### src/rtl/pulse_period_meter_pkg.sv
// Shared types and constants for the pulse period meter.
// Latency: n/a (declarations only).
// Backpressure: n/a.
package pulse_pkg;

    typedef enum logic [1:0] {
        S_IDLE     = 2'd0,
        S_COUNT    = 2'd1,
        S_OVERFLOW = 2'd2
    } pulse_meter_state_t;

    // Number of completed periods averaged when the averager is built in.
    localparam int AVG_DEPTH = 4;

endpackage

### src/rtl/pulse_period_meter_if.sv
// Measurement bus between a pulse source/observer and the period meter.
// Latency: n/a (wiring only).
// Backpressure: none; results are strobes the observer must sample.
// Optional avg_period signal present when PULSE_MEASURE_AVG_EN is defined.
interface pulse_period_meter_if #(
    parameter int N = 8
);
    logic         ena;
    logic         pulse_in;
    logic [N-1:0] period;
    logic         valid;
    logic         overflow;
`ifdef PULSE_MEASURE_AVG_EN
    logic [N-1:0] avg_period;

    modport master (output ena, output pulse_in,
                    input period, input valid, input overflow, input avg_period);
    modport slave  (input ena, input pulse_in,
                    output period, output valid, output overflow, output avg_period);
`else
    modport master (output ena, output pulse_in,
                    input period, input valid, input overflow);
    modport slave  (input ena, input pulse_in,
                    output period, output valid, output overflow);
`endif
endinterface

### src/rtl/pulse_period_meter_rising_edge_detector.sv
// Rising-edge detector for a clk-synchronous pulse train.
// Latency: rise is combinational from pulse_in; history register is 1 cycle.
// Backpressure: none; history updates every cycle regardless of enable.
module rising_edge_detector (
    input  logic clk,
    input  logic rst,
    input  logic pulse_in,
    output logic rise
);

    logic pulse_d;

    // Previous-cycle copy of the input; cleared by reset so a level already
    // high right after reset is seen as a rise.
    always_ff @(posedge clk) begin
        if (rst) pulse_d <= 1'b0;
        else     pulse_d <= pulse_in;
    end

    assign rise = pulse_in & ~pulse_d;

endmodule

### src/rtl/pulse_period_meter.sv
// Measures clock cycles between consecutive rising edges of pulse_in.
// Latency: rise sampled at edge t -> valid/period visible after edge t (1 cycle).
// Backpressure: none; valid is a single-cycle strobe. Macro PULSE_MEASURE_AVG_EN adds avg_period.
module pulse_period_meter
    import pulse_pkg::*;
#(
    parameter int N = 8
) (
    input  logic                 clk,
    input  logic                 rst,
    pulse_period_meter_if.slave  bus
);

    localparam logic [N-1:0] CNT_MAX = '1;

    pulse_meter_state_t state, state_nxt;
    logic [N-1:0] counter, counter_nxt;
    logic [N-1:0] period_q, period_nxt;
    logic         valid_q, valid_nxt;
    logic         overflow_q, overflow_nxt;
    logic         rise;

    rising_edge_detector u_edge (
        .clk      (clk),
        .rst      (rst),
        .pulse_in (bus.pulse_in),
        .rise     (rise)
    );

    // State, counter and result registers.
    always_ff @(posedge clk) begin
        if (rst) begin
            state      <= S_IDLE;
            counter    <= '0;
            period_q   <= '0;
            valid_q    <= 1'b0;
            overflow_q <= 1'b0;
        end else begin
            state      <= state_nxt;
            counter    <= counter_nxt;
            period_q   <= period_nxt;
            valid_q    <= valid_nxt;
            overflow_q <= overflow_nxt;
        end
    end

    // Next-state logic; a rise always beats saturation in the same cycle.
    always_comb begin
        state_nxt    = state;
        counter_nxt  = counter;
        period_nxt   = period_q;
        valid_nxt    = 1'b0;
        overflow_nxt = overflow_q;
        if (!bus.ena) begin
            state_nxt    = S_IDLE;
            counter_nxt  = '0;
            overflow_nxt = 1'b0;
        end else begin
            case (state)
                S_IDLE: begin
                    if (rise) begin
                        counter_nxt = N'(1);
                        state_nxt   = S_COUNT;
                    end
                end
                S_COUNT: begin
                    if (rise) begin
                        period_nxt  = counter;
                        valid_nxt   = 1'b1;
                        counter_nxt = N'(1);
                    end else if (counter == CNT_MAX) begin
                        state_nxt    = S_OVERFLOW;
                        overflow_nxt = 1'b1;
                    end else begin
                        counter_nxt = counter + N'(1);
                    end
                end
                S_OVERFLOW: begin
                    // Gap too long to measure: re-arm without reporting.
                    if (rise) begin
                        overflow_nxt = 1'b0;
                        counter_nxt  = N'(1);
                        state_nxt    = S_COUNT;
                    end
                end
                default: begin
                    state_nxt   = S_IDLE;
                    counter_nxt = '0;
                end
            endcase
        end
    end

    assign bus.period   = period_q;
    assign bus.valid    = valid_q;
    assign bus.overflow = overflow_q;

`ifdef PULSE_MEASURE_AVG_EN
    logic [N-1:0] hist [AVG_DEPTH];
    logic [N+1:0] hist_sum;

    // History of completed periods, shifted on the edge that raises valid;
    // only reset clears it.
    always_ff @(posedge clk) begin
        if (rst) begin
            for (int i = 0; i < AVG_DEPTH; i++) hist[i] <= '0;
        end else if (valid_nxt) begin
            hist[0] <= period_nxt;
            for (int i = 1; i < AVG_DEPTH; i++) hist[i] <= hist[i-1];
        end
    end

    // Floor mean of the history: widened sum, then divide by the depth.
    always_comb begin
        hist_sum = '0;
        for (int i = 0; i < AVG_DEPTH; i++) hist_sum = hist_sum + {2'b00, hist[i]};
    end

    assign bus.avg_period = hist_sum[N+1:2];
`endif

endmodule
### src/flat_wrapper.sv
// flat-port wrapper written by rule: the top's interface ports become plain ports
module pulse_period_meter_flat import pulse_pkg::*;
#(
    parameter int N = 8
)
  (clk, rst, bus_ena, bus_pulse_in, bus_period, bus_valid, bus_overflow);
  pulse_period_meter_if #(.N(N)) bus_i ();
  input  logic clk;
  input  logic rst;
  input wire logic [$bits(bus_i.ena)-1:0] bus_ena;
  input wire logic [$bits(bus_i.pulse_in)-1:0] bus_pulse_in;
  output wire logic [$bits(bus_i.period)-1:0] bus_period;
  output wire logic [$bits(bus_i.valid)-1:0] bus_valid;
  output wire logic [$bits(bus_i.overflow)-1:0] bus_overflow;
  assign bus_i.ena = bus_ena;
  assign bus_i.pulse_in = bus_pulse_in;
  assign bus_period = bus_i.period;
  assign bus_valid = bus_i.valid;
  assign bus_overflow = bus_i.overflow;
  pulse_period_meter #(.N(N)) u_core (.clk(clk), .rst(rst), .bus(bus_i));
endmodule
### config.mk
export PLATFORM = sky130hd
export DESIGN_NAME = pulse_period_meter_flat
export DESIGN_NICKNAME = d
export VERILOG_FILES = /design/src/rtl/pulse_period_meter_pkg.sv /design/src/rtl/pulse_period_meter_if.sv /design/src/rtl/pulse_period_meter_rising_edge_detector.sv /design/src/rtl/pulse_period_meter.sv /design/src/flat_wrapper.sv
export SDC_FILE = /design/constraint.sdc
export NUM_CORES = 1
export LEC_CHECK = 0
export ABC_AREA = 1
export ABC_CLOCK_PERIOD_IN_PS = 1400
export CORE_AREA = 2 2 53 55
export DETAILED_ROUTE_END_ITERATION = 10
export DIE_AREA = 0 0 55 57
export PLACE_DENSITY = 0.72
export RECOVER_POWER = 25
export SYNTH_ARGS = -nofsm -noshare
export SYNTH_HDL_FRONTEND = slang
export SYNTH_HIERARCHICAL = 1
export SYNTH_SLANG_ARGS = --single-unit
### constraint.sdc
create_clock -name clk -period 1.4 [get_ports clk]
set_clock_uncertainty 0.1 [all_clocks]
set_input_delay 0.14 -clock clk [delete_from_list [all_inputs] [get_ports clk]]
set_output_delay 0.14 -clock clk [all_outputs]
set_load 0.05 [all_outputs]
==> flow_summary.ini, run 1 <==
[timing]
setup_ws_ns = -0.0309
period_needed_ns = 1.43
drv_slew = 0
fmax_mhz = 699
hold_violations = 0
slew_headroom_pct = 84.4
timing.final.crit_share_pct = 102
worstMarginPinSlew_ns = 0.233
tns_ns = -0.0656
finalSetupViolCount = 3
rsz0062_at_grt = yes

[synth]
synth_edf_count = 0
synth-xor-area-share_pct = 0
synth-adder-area-share_pct = 1.23
yosysUniqueCellTypes = 26
synth_top_family_by_area = simple AND/OR/NAND/NOR gates
synth_area_sq_mm = 0.00102
synthMuxAreaShare_pct = 0
ys_warn_count = 6
synthArstFlopShare_pct = 0
synthSimpleGateAreaFrac_pct = 33.5
synth_nets = 138
ys_ff_latch = 21
synth_compound_area_share_pct = 14.7
synth-seq-area-share_pct = 41.2
ys.flop_type = dfxtp_1
syn_inst = 133
synth.avg_cell_area_sq_um = 7.68

[min_path]
holdPathStages = 3
hp-class = input pin to flip-flop

[global_route]
grt_max_degree = 15
grt_first_pass_wirelength_mm = 3.92
grt_overflow = 0
grt_use_total_pct = 17.1
grt_pass1_vias = 933
antenna_found_initial = 0

[routing]
wirelength_mm = 2.43
ant_nets = 0
wire_per_inst_um = 12.7
drt_iter0_drc = 47
first_pass_iters = 4
via_per_inst = 5.03
drcViolationCount = 0
num_vias = 960

[placement]
io_buffers = 13
dpl.hpwl_mm = 1.82
place_congestion = 0.870
dpl_cell_area_sq_mm = 0.00133

[setup_path]
cp_slowest_cell = dfxtp_2
cp-start-kind = flip-flop
path_depth = 9
cp.arrival_ns = 1.57
crit_type = flip-flop to flip-flop
critPathCaptureType = flip-flop
crit_fanout = 8
cp.buffers_inverters = 1
cp_top_family = simple AND/OR/NAND/NOR gates
slowest_delay_ns = 0.38
path_common_cell = nand2_1
rr_worst_depth = 9
worstPathRequired_ns = 1.54
critical_path.cell_chain = ha_4, nand2_4, nor2_4, nand3_4, nand2_8, inv_6, nand2_1, nand2_1, nor2_1

[clocking]
path_clk_slew_ns = 0.11
cts_hold_buf = 0
numCtsBuffers = 3
clock_path_buffers = 2
cts_tree = built
cts-root-buf = clkbuf_4
clock_latency_ns = 0.30
htreeDepth = 1
cts_sinks = 21

[layout]
drive_gt1_share_pct = 30.6
design_area_sq_mm = 0.00144
area_delta_synth_final_pct = 41.3
layout_common_cells = nand2_1, dfxtp_1, nor2_1
multi_input_area_sq_um = 549
layout_commonest_cell = nand2_1
diodes = 0
finalNetCount = 166
seqCellArea_sq_um = 423
fillers = 239

[power]
leakage_nw = 0.574
powerDensity_mw_per_mm2 = 727
irDropWorstVdd_v = 0.000699

[floorplanning]
core_area_sq_mm = 0.00262
io_pins = 14
rows = 19
die_w_um = 55
dieHeight_um = 57
die-area_sq_mm = 0.00314
initial_utilization_pct = 39.0

[run]
cap_violations = 0

[run_status]
status = finished, violations left
violations = negative setup slack
## worst paths after layout
path | slack [ns] | endpoint | startpoint
setup / recovery | -0.03 | u_core/counter[1]$_SDFFE_PP0P_ | u_core/counter[1]$_SDFFE_PP0P_
hold / removal | 0.30 | u_core/u_edge/pulse_d$_SDFF_PP0_ | bus_pulse_in
setup reg to reg | -0.03 | u_core/counter[1]$_SDFFE_PP0P_ | u_core/counter[1]$_SDFFE_PP0P_
hold reg to reg | 0.41 | u_core/bus.period[2]$_SDFFE_PP0P_ | u_core/bus.period[2]$_SDFFE_PP0P_
## cell families (layout without fill, tap and decap cells)
group	Yosys count	count (layout)
AND/OR/NAND/NOR	65	65
AO/OA/AOI/OAI	24	24
buffers and inverters	22	49
flip-flops	21	21
adder cells (fa/ha/maj)	1	1
## state kept, by name (all words and copies together) (netlist names)
signal	flops
u_core/state	2
u_core/u_edge/pulse_d	1
u_core/counter	8
u_core/bus.valid	1
u_core/bus.period	8
u_core/bus.overflow	1
## stage by stage
| step | hold slack [ns] | power [W] | std cells | setup slack [ns] | utilization [%] |
|---|---|---|---|---|---|
| final | 0.296 | 0.00105 | 191 | -0.0309 | 55.2 |
| after global routing | 0.306 | 0.00110 | 191 | -0.0800 | 55.2 |
| after CTS | 0.267 | 0.00105 | 187 | 0.000130 | 52.3 |
| after detailed placement | 0.394 | 0.000761 | 183 | -0.258 | 50.9 |
| after global placement | 0.391 | 0.000755 | 183 | -0.221 | 50.9 |
| after floorplan | 0.112 | 0.000709 | 133 | 0.0709 | - |
## cells in the mapped netlist (2+ instances only)
| library cell | instances | area (sq um) |
|---|---|---|
| nand3_1 | 5 | 25.0 |
| nand2_1 | 28 | 105 |
| a211oi_1 | 4 | 30.0 |
| o21ai_1 | 2 | 10.0 |
| a211oi_2 | 2 | 25.0 |
| nor2_2 | 2 | 12.5 |
| nand3_2 | 2 | 20.0 |
| nand3_4 | 2 | 35.0 |
| dfxtp_1 | 21 | 420 |
| a21oi_1 | 13 | 65.1 |
| inv_2 | 2 | 7.51 |
| nor2_4 | 2 | 22.5 |
| inv_1 | 15 | 56.3 |
| nor2_1 | 19 | 71.3 |
| nand2_2 | 2 | 12.5 |
| clkinv_1 | 2 | 7.51 |
## layer usage
layer,routed length [um],up-vias,part of all wire (%),GRT usage (%)
met3,133,4,5.5,3.14
met1,977,440,40,21.9
li1,-,484,-,-
met4,37,0,1.5,9.41
met2,1290,32,53,26.7
met5,0,-,0,0
## power breakdown
group	switching, W	internal [W]	leakage [nW]	total (W)
registers	0.0000110	0.000609	0.171	0.000620
logic	0.0000877	0.0000608	0.388	0.000149
clock network	0.000169	0.000111	0.0150	0.000280
## area by class of cell
type                    count  share of cell area [%]
inverters                  20                    5.90
well taps                  31                    2.69
multi-input cells          90                    38.1
flip-flops and latches     21                    29.3
repair buffers             25                    22.2
clock buffers               4                    1.82
## worst register-to-register path, stage by stage, from the launching register on
cell and delay, ns:
dfxtp_2 0.38, ha_4 0.16, nand2_4 0.06, nor2_4 0.15
nand3_4 0.13, nand2_8 0.13, inv_6 0.04, nand2_1 0.07
nand2_1 0.07, nor2_1 0.09
## what timing repair did
item | 4_1_cts | 5_1_grt
setup buffers | 0 | 4
setup endpoints to repair | 4 | 12
pin swaps | 1 | 6
gates resized for setup | 3 | 12
Note: power is estimated with default switching activity, not from simulation.
==> inputs of run 2 (changes only) <==
Settings changed: CORE_AREA 2 2 53 55 to 2 2 41 72, DIE_AREA 0 0 55 57 to 0 0 43 74, PLACE_DENSITY 0.72 to 0.7.
==> flow_summary.ini, run 2 (same netlist as run 1, synthesis figures left out) <==
[run]
cap_violations = 0

[setup_path]
critical_path.cell_chain = ha_4, nand2_4, nor2_4, nand3_4, nand2_8, inv_6, nand2_2, nand2_2, nor2_1
crit_type = flip-flop to flip-flop
path_depth = 9
cp.arrival_ns = 1.48
cp.buffers_inverters = 1
rr_worst_depth = 9
cp_slowest_cell = dfxtp_2
slowest_delay_ns = 0.36
cp-start-kind = flip-flop
critPathCaptureType = flip-flop
crit_fanout = 8
cp_top_family = simple AND/OR/NAND/NOR gates
worstPathRequired_ns = 1.49
path_common_cell = nand2_2

[clocking]
htreeDepth = 1
clock_latency_ns = 0.26
path_clk_slew_ns = 0.07
cts-root-buf = clkbuf_8
clock_path_buffers = 2
cts_sinks = 21
numCtsBuffers = 3
cts_hold_buf = 0
cts_tree = built

[placement]
dp_slack_ns = -0.228
place_congestion = 0.826
dpl.hpwl_mm = 1.79
io_buffers = 13
dpl_cell_area_sq_mm = 0.00133
place_inst = 179

[timing]
rsz0062_at_grt = yes
finalSetupViolCount = 0
hold_ws_ns = 0.322
slew_headroom_pct = 65.9
timing.final.crit_share_pct = 98.9
fmax_mhz = 722
setup_ws_ns = 0.0151
period_needed_ns = 1.38
worstMarginPinSlew_ns = 0.511
drv_slew = 0
hold_violations = 0
tns_ns = 0

[power]
leakage_nw = 0.651
irDropWorstVdd_v = 0.000519
powerDensity_mw_per_mm2 = 822

[layout]
layout_commonest_cell = nand2_1
final-instance-count-excl-fill = 185
fillers = 240
drive_gt1_share_pct = 25.9
layout_common_cells = nand2_1, dfxtp_1, nor2_1
area_delta_synth_final_pct = 36.9
diodes = 0
design_area_sq_mm = 0.00140
finalNetCount = 164

[run_status]
status = finished clean

[floorplanning]
initial_utilization_pct = 38.9
dieHeight_um = 74
core_area_sq_mm = 0.00263
io_pins = 14
rows = 25
die_w_um = 43
die-area_sq_mm = 0.00318

[routing]
ant_nets = 0
num_vias = 951
drt_iter0_drc = 35
via_per_inst = 5.14
wire_per_inst_um = 12.9
drcViolationCount = 0
first_pass_iters = 4
wirelength_mm = 2.39

[global_route]
met2_usage_pct = 29.8
grt_first_pass_wirelength_mm = 3.72
grt_pass1_vias = 908
grt_overflow = 0
grt_max_degree = 15
grt_busiest_layer = met2
use_met1_pct = 15.1
antenna_found_initial = 0
met3_usage_pct = 1.46
grt_use_total_pct = 15.5

[min_path]
hp-class = input pin to flip-flop
holdPathStages = 3
==> run 2: timing repair <==
action | in CTS | in global routing
gates resized for setup | 4 | 14
pin swaps | 3 | 4
setup endpoints to repair | 7 | 10
cloned | 0 | 0
buffers inserted | 1 | 1
==> run 2: layout make-up <==
type,count,area [sq um],area share (%)
inverters,20,85.1,6.09
clock buffers,4,45.0,3.22
multi-input cells,90,554,39.7
well taps,27,33.8,2.42
repair buffers,23,256,18.4
flip-flops and latches,21,423,30.3
==> run 2: power by group <==
| part | leakage [nW] | internal [W] | switching (W) | total (W) |
|---|---|---|---|---|
| registers | 0.171 | 0.000609 | 0.00000949 | 0.000618 |
| logic | 0.458 | 0.0000527 | 0.0000850 | 0.000138 |
| clock network | 0.0228 | 0.000202 | 0.000190 | 0.000393 |
| total | 0.651 | 0.000864 | 0.000285 | 0.00115 |
==> run 2: through the flow <==
stage	total power, W	util [%]
3_3_place_gp	0.000755	50.5
4_1_cts	0.00116	53.0
5_1_grt	0.00119	53.2
2_1_floorplan	0.000709	-
6_report	0.00115	53.2
3_5_place_dp	0.000760	50.5
==> run 2: final timing paths <==
kind,startpoint,endpoint,slack (ns)
worst max register to register,u_core/counter[0]$_SDFFE_PP0P_,u_core/counter[1]$_SDFFE_PP0P_,0.02
worst min register to register,u_core/bus.overflow$_SDFFE_PP0P_,u_core/bus.overflow$_SDFFE_PP0P_,0.38
worst max-delay path,u_core/counter[0]$_SDFFE_PP0P_,u_core/counter[1]$_SDFFE_PP0P_,0.02
worst min-delay path,bus_pulse_in,u_core/u_edge/pulse_d$_SDFF_PP0_,0.32
==> run 2: tightest hold or removal path: cells and delay by family <==
kind | cells | cell delay [ns]
simple gates | 1 | 0.04
buf+inv | 2 | 0.46
==> run 2: layer usage <==
layer	vias up	routed length, um
met5	-	0
met4	0	42
met3	4	101
met2	33	1350
met1	439	901
li1	475	-
